`src/rtl/activation_writeback.sv`:
```
// Requantizes signed neuron results (ReLU, shift, clamp) into an activation buffer.
// Build option: define ACT_ROUNDING_EN for round-half-up before the shift.
module activation_writeback #(
  parameter int unsigned OUTPUT_SIZE   = 512,
  parameter int unsigned BIAS_WIDTH    = 32,
  parameter int unsigned WEIGHTS_WIDTH = 8,
  parameter int unsigned SHIFT         = 7,
  localparam int unsigned AW = (OUTPUT_SIZE > 1) ? $clog2(OUTPUT_SIZE) : 1
) (
  input  logic                     clk,
  input  logic                     rst,
  input  logic                     start,
  input  logic                     in_valid,
  input  logic [BIAS_WIDTH-1:0]    in_data,
  output logic                     in_ready,
  input  logic [AW-1:0]            rd_addr,
  output logic [WEIGHTS_WIDTH-1:0] rd_data,
  output logic                     busy,
  output logic                     done,
  output logic [15:0]              sat_count
);

  typedef enum logic [1:0] {StIdle, StCollect, StDrain, StDone} state_e;

  localparam logic [BIAS_WIDTH:0] MaxAct =
    {{(BIAS_WIDTH + 1 - WEIGHTS_WIDTH){1'b0}}, {WEIGHTS_WIDTH{1'b1}}};
  localparam logic [AW-1:0] LastIdx = AW'(OUTPUT_SIZE - 1);

  state_e                   state_q;
  logic [AW-1:0]            idx_q;

  logic                     s1_valid_q;
  logic [BIAS_WIDTH:0]      s1_data_q;
  logic [AW-1:0]            s1_addr_q;
  logic                     s2_valid_q;
  logic [WEIGHTS_WIDTH-1:0] s2_data_q;
  logic [AW-1:0]            s2_addr_q;

  logic [WEIGHTS_WIDTH-1:0] mem [OUTPUT_SIZE];

  logic                     accept;
  logic                     start_ok;
  logic [BIAS_WIDTH:0]      relu;
  logic [BIAS_WIDTH:0]      s1_next;
  logic                     clamp;
  logic [WEIGHTS_WIDTH-1:0] s2_next;
  logic [31:0]              rd_addr_ext;

  assign accept      = in_valid && in_ready;
  assign start_ok    = start && ((state_q == StIdle) || (state_q == StDone));
  assign rd_addr_ext = 32'(rd_addr);

  always_comb begin
    relu = in_data[BIAS_WIDTH-1] ? '0 : {1'b0, in_data};
`ifdef ACT_ROUNDING_EN
    // Sum is one bit wider than the input, so adding the half-LSB cannot overflow.
    s1_next = (SHIFT > 0) ? ((relu + ((BIAS_WIDTH + 1)'(1) << (SHIFT - 1))) >> SHIFT) : relu;
`else
    s1_next = relu >> SHIFT;
`endif
  end

  always_comb begin
    clamp   = s1_data_q > MaxAct;
    s2_next = clamp ? {WEIGHTS_WIDTH{1'b1}} : s1_data_q[WEIGHTS_WIDTH-1:0];
  end

  always_ff @(posedge clk) begin
    if (rst) begin
      state_q  <= StIdle;
      in_ready <= 1'b0;
      busy     <= 1'b0;
      done     <= 1'b0;
      idx_q    <= '0;
    end else begin
      unique case (state_q)
        StIdle, StDone: begin
          if (start) begin
            state_q  <= StCollect;
            in_ready <= 1'b1;
            busy     <= 1'b1;
            done     <= 1'b0;
            idx_q    <= '0;
          end
        end
        StCollect: begin
          if (accept) begin
            idx_q <= idx_q + 1'b1;
            if (idx_q == LastIdx) begin
              state_q  <= StDrain;
              in_ready <= 1'b0;
            end
          end
        end
        StDrain: begin
          // Pipeline empty means the final write landed on the previous edge.
          if (!s1_valid_q && !s2_valid_q) begin
            state_q <= StDone;
            busy    <= 1'b0;
            done    <= 1'b1;
          end
        end
        default: state_q <= StIdle;
      endcase
    end
  end

  always_ff @(posedge clk) begin
    if (rst) begin
      s1_valid_q <= 1'b0;
      s2_valid_q <= 1'b0;
      sat_count  <= '0;
    end else begin
      s1_valid_q <= accept;
      s1_data_q  <= s1_next;
      s1_addr_q  <= idx_q;
      s2_valid_q <= s1_valid_q;
      s2_data_q  <= s2_next;
      s2_addr_q  <= s1_addr_q;
      if (start_ok) begin
        sat_count <= '0;
      end else if (s1_valid_q && clamp && (sat_count != 16'hffff)) begin
        sat_count <= sat_count + 16'd1;
      end
    end
  end

  // Reset also blocks the write that would otherwise land on the reset edge.
  always_ff @(posedge clk) begin
    if (s2_valid_q && !rst) begin
      mem[s2_addr_q] <= s2_data_q;
    end
  end

  always_ff @(posedge clk) begin
    if (rst) begin
      rd_data <= '0;
    end else if (rd_addr_ext < OUTPUT_SIZE) begin
      rd_data <= mem[rd_addr];
    end else begin
      rd_data <= '0;
    end
  end

endmodule

```
`config.mk`:
```
export PLATFORM = sky130hd
export DESIGN_NAME = activation_writeback
export DESIGN_NICKNAME = d
export VERILOG_FILES = /design/src/rtl/activation_writeback.sv
export SDC_FILE = /design/constraint.sdc
export NUM_CORES = 2
export LEC_CHECK = 0
export CAP_MARGIN = 20
export CORE_UTILIZATION = 57
export CTS_CLUSTER_DIAMETER = 100
export DETAILED_ROUTE_END_ITERATION = 16
export PLACE_DENSITY = 0.78
export SLEW_MARGIN = 25
export SYNTH_ARGS = -nofsm -noshare
export SYNTH_HDL_FRONTEND = slang
export SYNTH_SLANG_ARGS = --single-unit
```
`constraint.sdc`:
```
create_clock -name clk -period 7.6 [get_ports clk]
set_input_delay 0.76 -clock clk [delete_from_list [all_inputs] [get_ports clk]]
set_output_delay 0.76 -clock clk [all_outputs]
set_load 0.02 [all_outputs]
```
# After elaboration in Yosys (flattened, before gate mapping)
# Memories as Yosys holds them, arrays and structs flattened. A register that Yosys moved wholly into a read port is not among the register bits.
# Index checks and enable logic that the tools add are counted.
# W data, S select, Z words.
totals:
  mem_count: 1
  reg_bits: 84
  elab_cells: 67
  ram_bits: 4096
  out_inout_bits: 27
memory_table:
  columns: ["memory", "words", "width", "rd", "rd_ports_with_merged_regs", "wr", "line", "source"]
  rows:
  - ["mem", 512, 8, 1, 1, 1, "39", "logic [WEIGHTS_WIDTH-1:0] mem [OUTPUT_SIZE];"]
classes:
  addsub: 2
  eq_ne: 9
  mux: 19
  magnitude_cmp: 2
  reduce_logical: 20
  bitwise: 1
op_table:
  columns: ["op", "count"]
  rows:
  - ["$gt A26 B8 Y1 const B", 1]
  - ["$mux W9", 2]
  - ["$pmux W9 S2", 1]
  - ["$add A16 B1 Y16 const B", 1]
  - ["$ne A16 B16 Y1 const B", 1]
  - ["$lt A9 B10 Y1 const B", 1]
  - ["$add A9 B1 Y9 const B", 1]
  - ["$eq A9 B9 Y1 const B", 1]
  - ["$mux W1", 8]
  - ["$mux W2", 4]
  - ["$ne A2 B2 Y1 const B", 4]
  - ["$reduce_and A4 Y1", 2]
  - ["$logic_and A1 B1 Y1", 6]
  - ["$pmux W1 S2", 3]
  - ["$pmux W2 S3", 1]
  - ["$reduce_and A3 Y1", 2]
  - ["$reduce_or A2 Y1", 3]
  - ["$eq A2 B2 Y1 const B", 2]
  - ["$reduce_bool A2 Y1", 2]
  - ["$logic_not A1 Y1", 3]
  - ["$eq A2 B1 Y1 const B", 1]
  - ["$logic_not A2 Y1", 1]
  - ["$logic_or A1 B1 Y1", 1]
  - ["$not A1 Y1", 1]

# Longest topological paths before layout
depth:
  ltp_word: 4
  mapped_depth: 14
  depth_no_buf: 8

# Worst setup path before layout
# Ideal clock, no wire load.
synth_timing:
  kind: "reg-to-reg"
  startpoint: "register s2_data_q[0]"
  endpoint: "memory mem[0][0], data pin"
  path_stages_with_launch: 1
  n_path_buf: 0
  arrival_ns: 6.158
  required_time_ns: 6.165
  period_less_slack_ns: 7.593
  slack_ns: 0.007
  cell_sequence: "edfxtp_1"
synth_rtl:
  columns: ["element", "line", "source"]
  rows:
  - ["start, declared", "36", "logic [WEIGHTS_WIDTH-1:0] s2_data_q;"]
  - ["start signal, assigned", "118", "s2_data_q <= s2_next;"]
  - ["end, declared", "39", null]
# No word-level cell before the write port.

# Final worst setup path
layout_timing:
  startpoint: "input port rd_addr[6]"
  endpoint: "register rd_data[0] (read register of mem)"
layout_via:
  elab_chain_len: 3
layout_lines:
  columns: ["element", "line", "source"]
  rows:
  - ["start, declared", "16", "input logic [AW-1:0] rd_addr,"]
  - ["$lt A9 B10 Y1", "138", "end else if (rd_addr_ext < OUTPUT_SIZE) begin"]
  - ["$not A1 Y1 (no source line)", null, null]
  - ["$reduce_or A2 Y1 (no source line)", null, null]
  - ["end, declared", "17", "output logic [WEIGHTS_WIDTH-1:0] rd_data,"]
# Several ways; a longest one is shown, not always the timed one.
# A chain may end at the register's enable or synchronous reset.

==> results.toml <==
[place]
gp_congestion = 0.880
dp_cells = 11130
hpwl_mm = 223
place_ws_ns = 2.40
port_buffers = 64

[synthesis]
synth_edf_count = 4146
synthArstFlopShare = 0
syn_inst = 7645
ys_seq_area_frac = 0.773
ys_ff_latch = 4186
yosys_warnings = 0
synth_cell_type_count = 67
syn_area_um2 = 162000
syn-num-nets = 7696
synth.avg_cell_area_um2 = 21.2
synth_flop_cell = "edfxtp_1"

[routing]
wl_mm = 400
ant_nets = 0
wl_per_cell_um = 33.7
drc = 0
drt-initial-drc-count = 11139
vias = 81353
vias_per_cell = 6.86
dr.pass1.iters = 8

[floorplan]
core_area_um2 = 283000
start_util = 0.574
die_w_um = 535
io-pin-count = 72
dieArea_um2 = 287000
rows = 195
die_height_um = 535

[global_routing]
antenna_found_initial = 18
grt_max_degree = 195
grt-ovfl-total = 0
grt_pass1_vias = 82413
grt_usage = 0.279
grt_pass1_wl_mm = 575

[clock_network]
h-tree-depth = 5
cts_tree = "yes"
cts_resized = 0
numCtsBuffers = 399
cts_root_buffer = "clkbuf_16"
cts.clk_slew.worst_paths_ns = 0.06
clock_sinks = 4186
worstSkewPairLatency_ns = 0.93
clock_path_buffers = 4
postCtsHoldBufs = 0
post-cts-setup-buffers = 0

[timing]
fin_skew_ns = 0.0487
fmax_ghz = 0.222
min_period_ns = 4.50
slew_violations = 0
rsz0062_at_grt = "false"
setup_viol = 0
tightestPinTransition_ns = 1.29
setup_ws_ns = 3.10
hold_violations = 0
finalCritPeriodShare = 0.593
maxSlewHeadroom = 0.135
tns_ns = 0

[critical_path]
arrival_ns = 5.26
worstSetupStartpointType = "input pin"
cp_max_fo = 10
critPathKind = "in -> reg"
r2r_slack_ns = 3.78
cp.required_ns = 8.36
end_kind = "flop"

[finish]
area_growth_pct = 10.7
fin_cells = 11858
num-fill-cells = 17598
layout-drive-gt1-share = 0.212
layout.nets = 7841

[run]
cap_viol_max_count = 0

[status]
status = "completed"

[pwr]
power_density_nw_per_um2 = 263
p_leak_nw = 54.9
ir_worst_vdd_v = 0.000217
power.total_mw = 47.2

[min_path]
hold_path_class = "reg -> reg"
[metrics by stage]
stage               hold slack, ns  area [um^2]  utilization
finish                       0.408       180000        0.635
floorplan                    0.400       162000            -
global placement             0.403       166000        0.589
CTS                          0.413       179000        0.635
detailed placement           0.407       167000        0.589
global route                 0.432       180000        0.635
[per-layer routing]
| layer | global-route usage | vias to the layer above | wire [um] |
|---|---|---|---|
| li1 | - | 32290 | - |
| met2 | 0.440 | 5765 | 192000 |
| met5 | 0 | - | 71 |
| met1 | 0.367 | 42202 | 137000 |
| met4 | 0.138 | 12 | 21900 |
| met3 | 0.0698 | 1084 | 48200 |
[cells by family after synthesis]
group	Yosys count	share of synthesized area
adders and majority gates	6	0.000463
muxes	1308	0.153
AOI/OAI and AO/OA	711	0.0310
and+or+nand+nor	942	0.0249
buffers and inverters	476	0.0168
DFF	4186	0.773
xor gates and xnor gates	16	0.000864
[area by class of cell]
class	instances	area, um^2	share of cell area
flip-flops and latches	4186	125000	0.698
diodes	12	30.0	0.000167
multi-input cells	2983	34400	0.192
clock buffers	474	10400	0.0578
well taps	3743	4680	0.0261
clock inverters	240	2510	0.0140
inverters	11	53.8	0.000300
repair buffers	209	2190	0.0122
[worst paths after layout]
kind,startpoint,end,cells past startpoint
setup / recovery,rd_addr[6],rd_data[0],8
hold / removal,s1_addr_q[6],s2_addr_q[6],0
setup reg to reg,s2_addr_q[8],mem[355][1],4
hold reg to reg,s1_addr_q[6],s2_addr_q[6],0
[cells in the final DEF (no fill, tap or decap), types with 20 or more instances in the layout]
cell type	netlist	layout
a211oi_1	36	34
a21oi_1	153	153
a22oi_1	116	116
buf_12	4	31
buf_4	55	106
bufinv_16	0	47
clkbuf_1	210	70
clkbuf_16	0	404
clkdlybuf4s50_1	0	58
clkinv_1	1	75
clkinv_2	0	78
clkinvlp_4	0	21
dfxtp_1	40	40
edfxtp_1	4146	4146
mux2i_1	363	363
mux4_2	942	942
nand2_1	121	108
nand3_1	24	20
nor2_1	611	608
nor2b_1	36	32
nor3_1	36	35
nor4_1	24	22
o211ai_1	35	35
o21ai_0	43	43
o221ai_1	139	139
o22ai_1	72	72
or3_1	31	31
[state kept, by name (all words and copies together) (netlist names)]
name	flops
sat_count	16
s2_valid_q	1
done	1
state_q	2
busy	1
rd_data	8
idx_q	9
s2_addr_q	9
s2_data_q	8
in_ready	1
s1_valid_q	1
mem	4096
s1_data_q	24
s1_addr_q	9
[power breakdown]
part	switching, mW	internal [mW]	leakage, nW
clock	8.54	11.3	6.27
combinational	1.29	0.767	11.6
sequential	0.0401	25.2	37.0
[cells in the mapped netlist (10+ instances only)]
cell,instances,area [um^2]
a22o_1,10,87.6
a211oi_1,36,270
a211o_1,16,140
nor2_1,611,2290
mux4_2,942,21200
mux2i_1,363,3630
edfxtp_1,4146,124000
nor4_1,24,150
dfxtp_1,40,801
nor2b_1,36,225
nand2_1,121,454
nor3_1,36,180
buf_2,81,405
o221ai_1,139,1220
inv_1,10,37.5
or3_1,31,194
o22ai_1,72,450
nand3_1,24,120
a22oi_1,116,871
o31ai_1,18,135
buf_8,10,150
buf_1,44,165
buf_6,61,687
o211ai_1,35,263
a32oi_1,12,105
a21oi_1,153,766
clkbuf_1,210,788
or2_2,11,68.8
o21ai_0,43,215
buf_4,55,413
[critical path, cell delays in order]
cell	delay [ns]
clkdlybuf4s50_1	1.01
nand4b_1	0.89
nor2_1	0.65
a32oi_1	0.29
o211ai_1	0.51
a211o_1	0.56
nor3_1	0.16
or3_1	0.41
No activity file was read; power rests on OpenSTA's default activity.
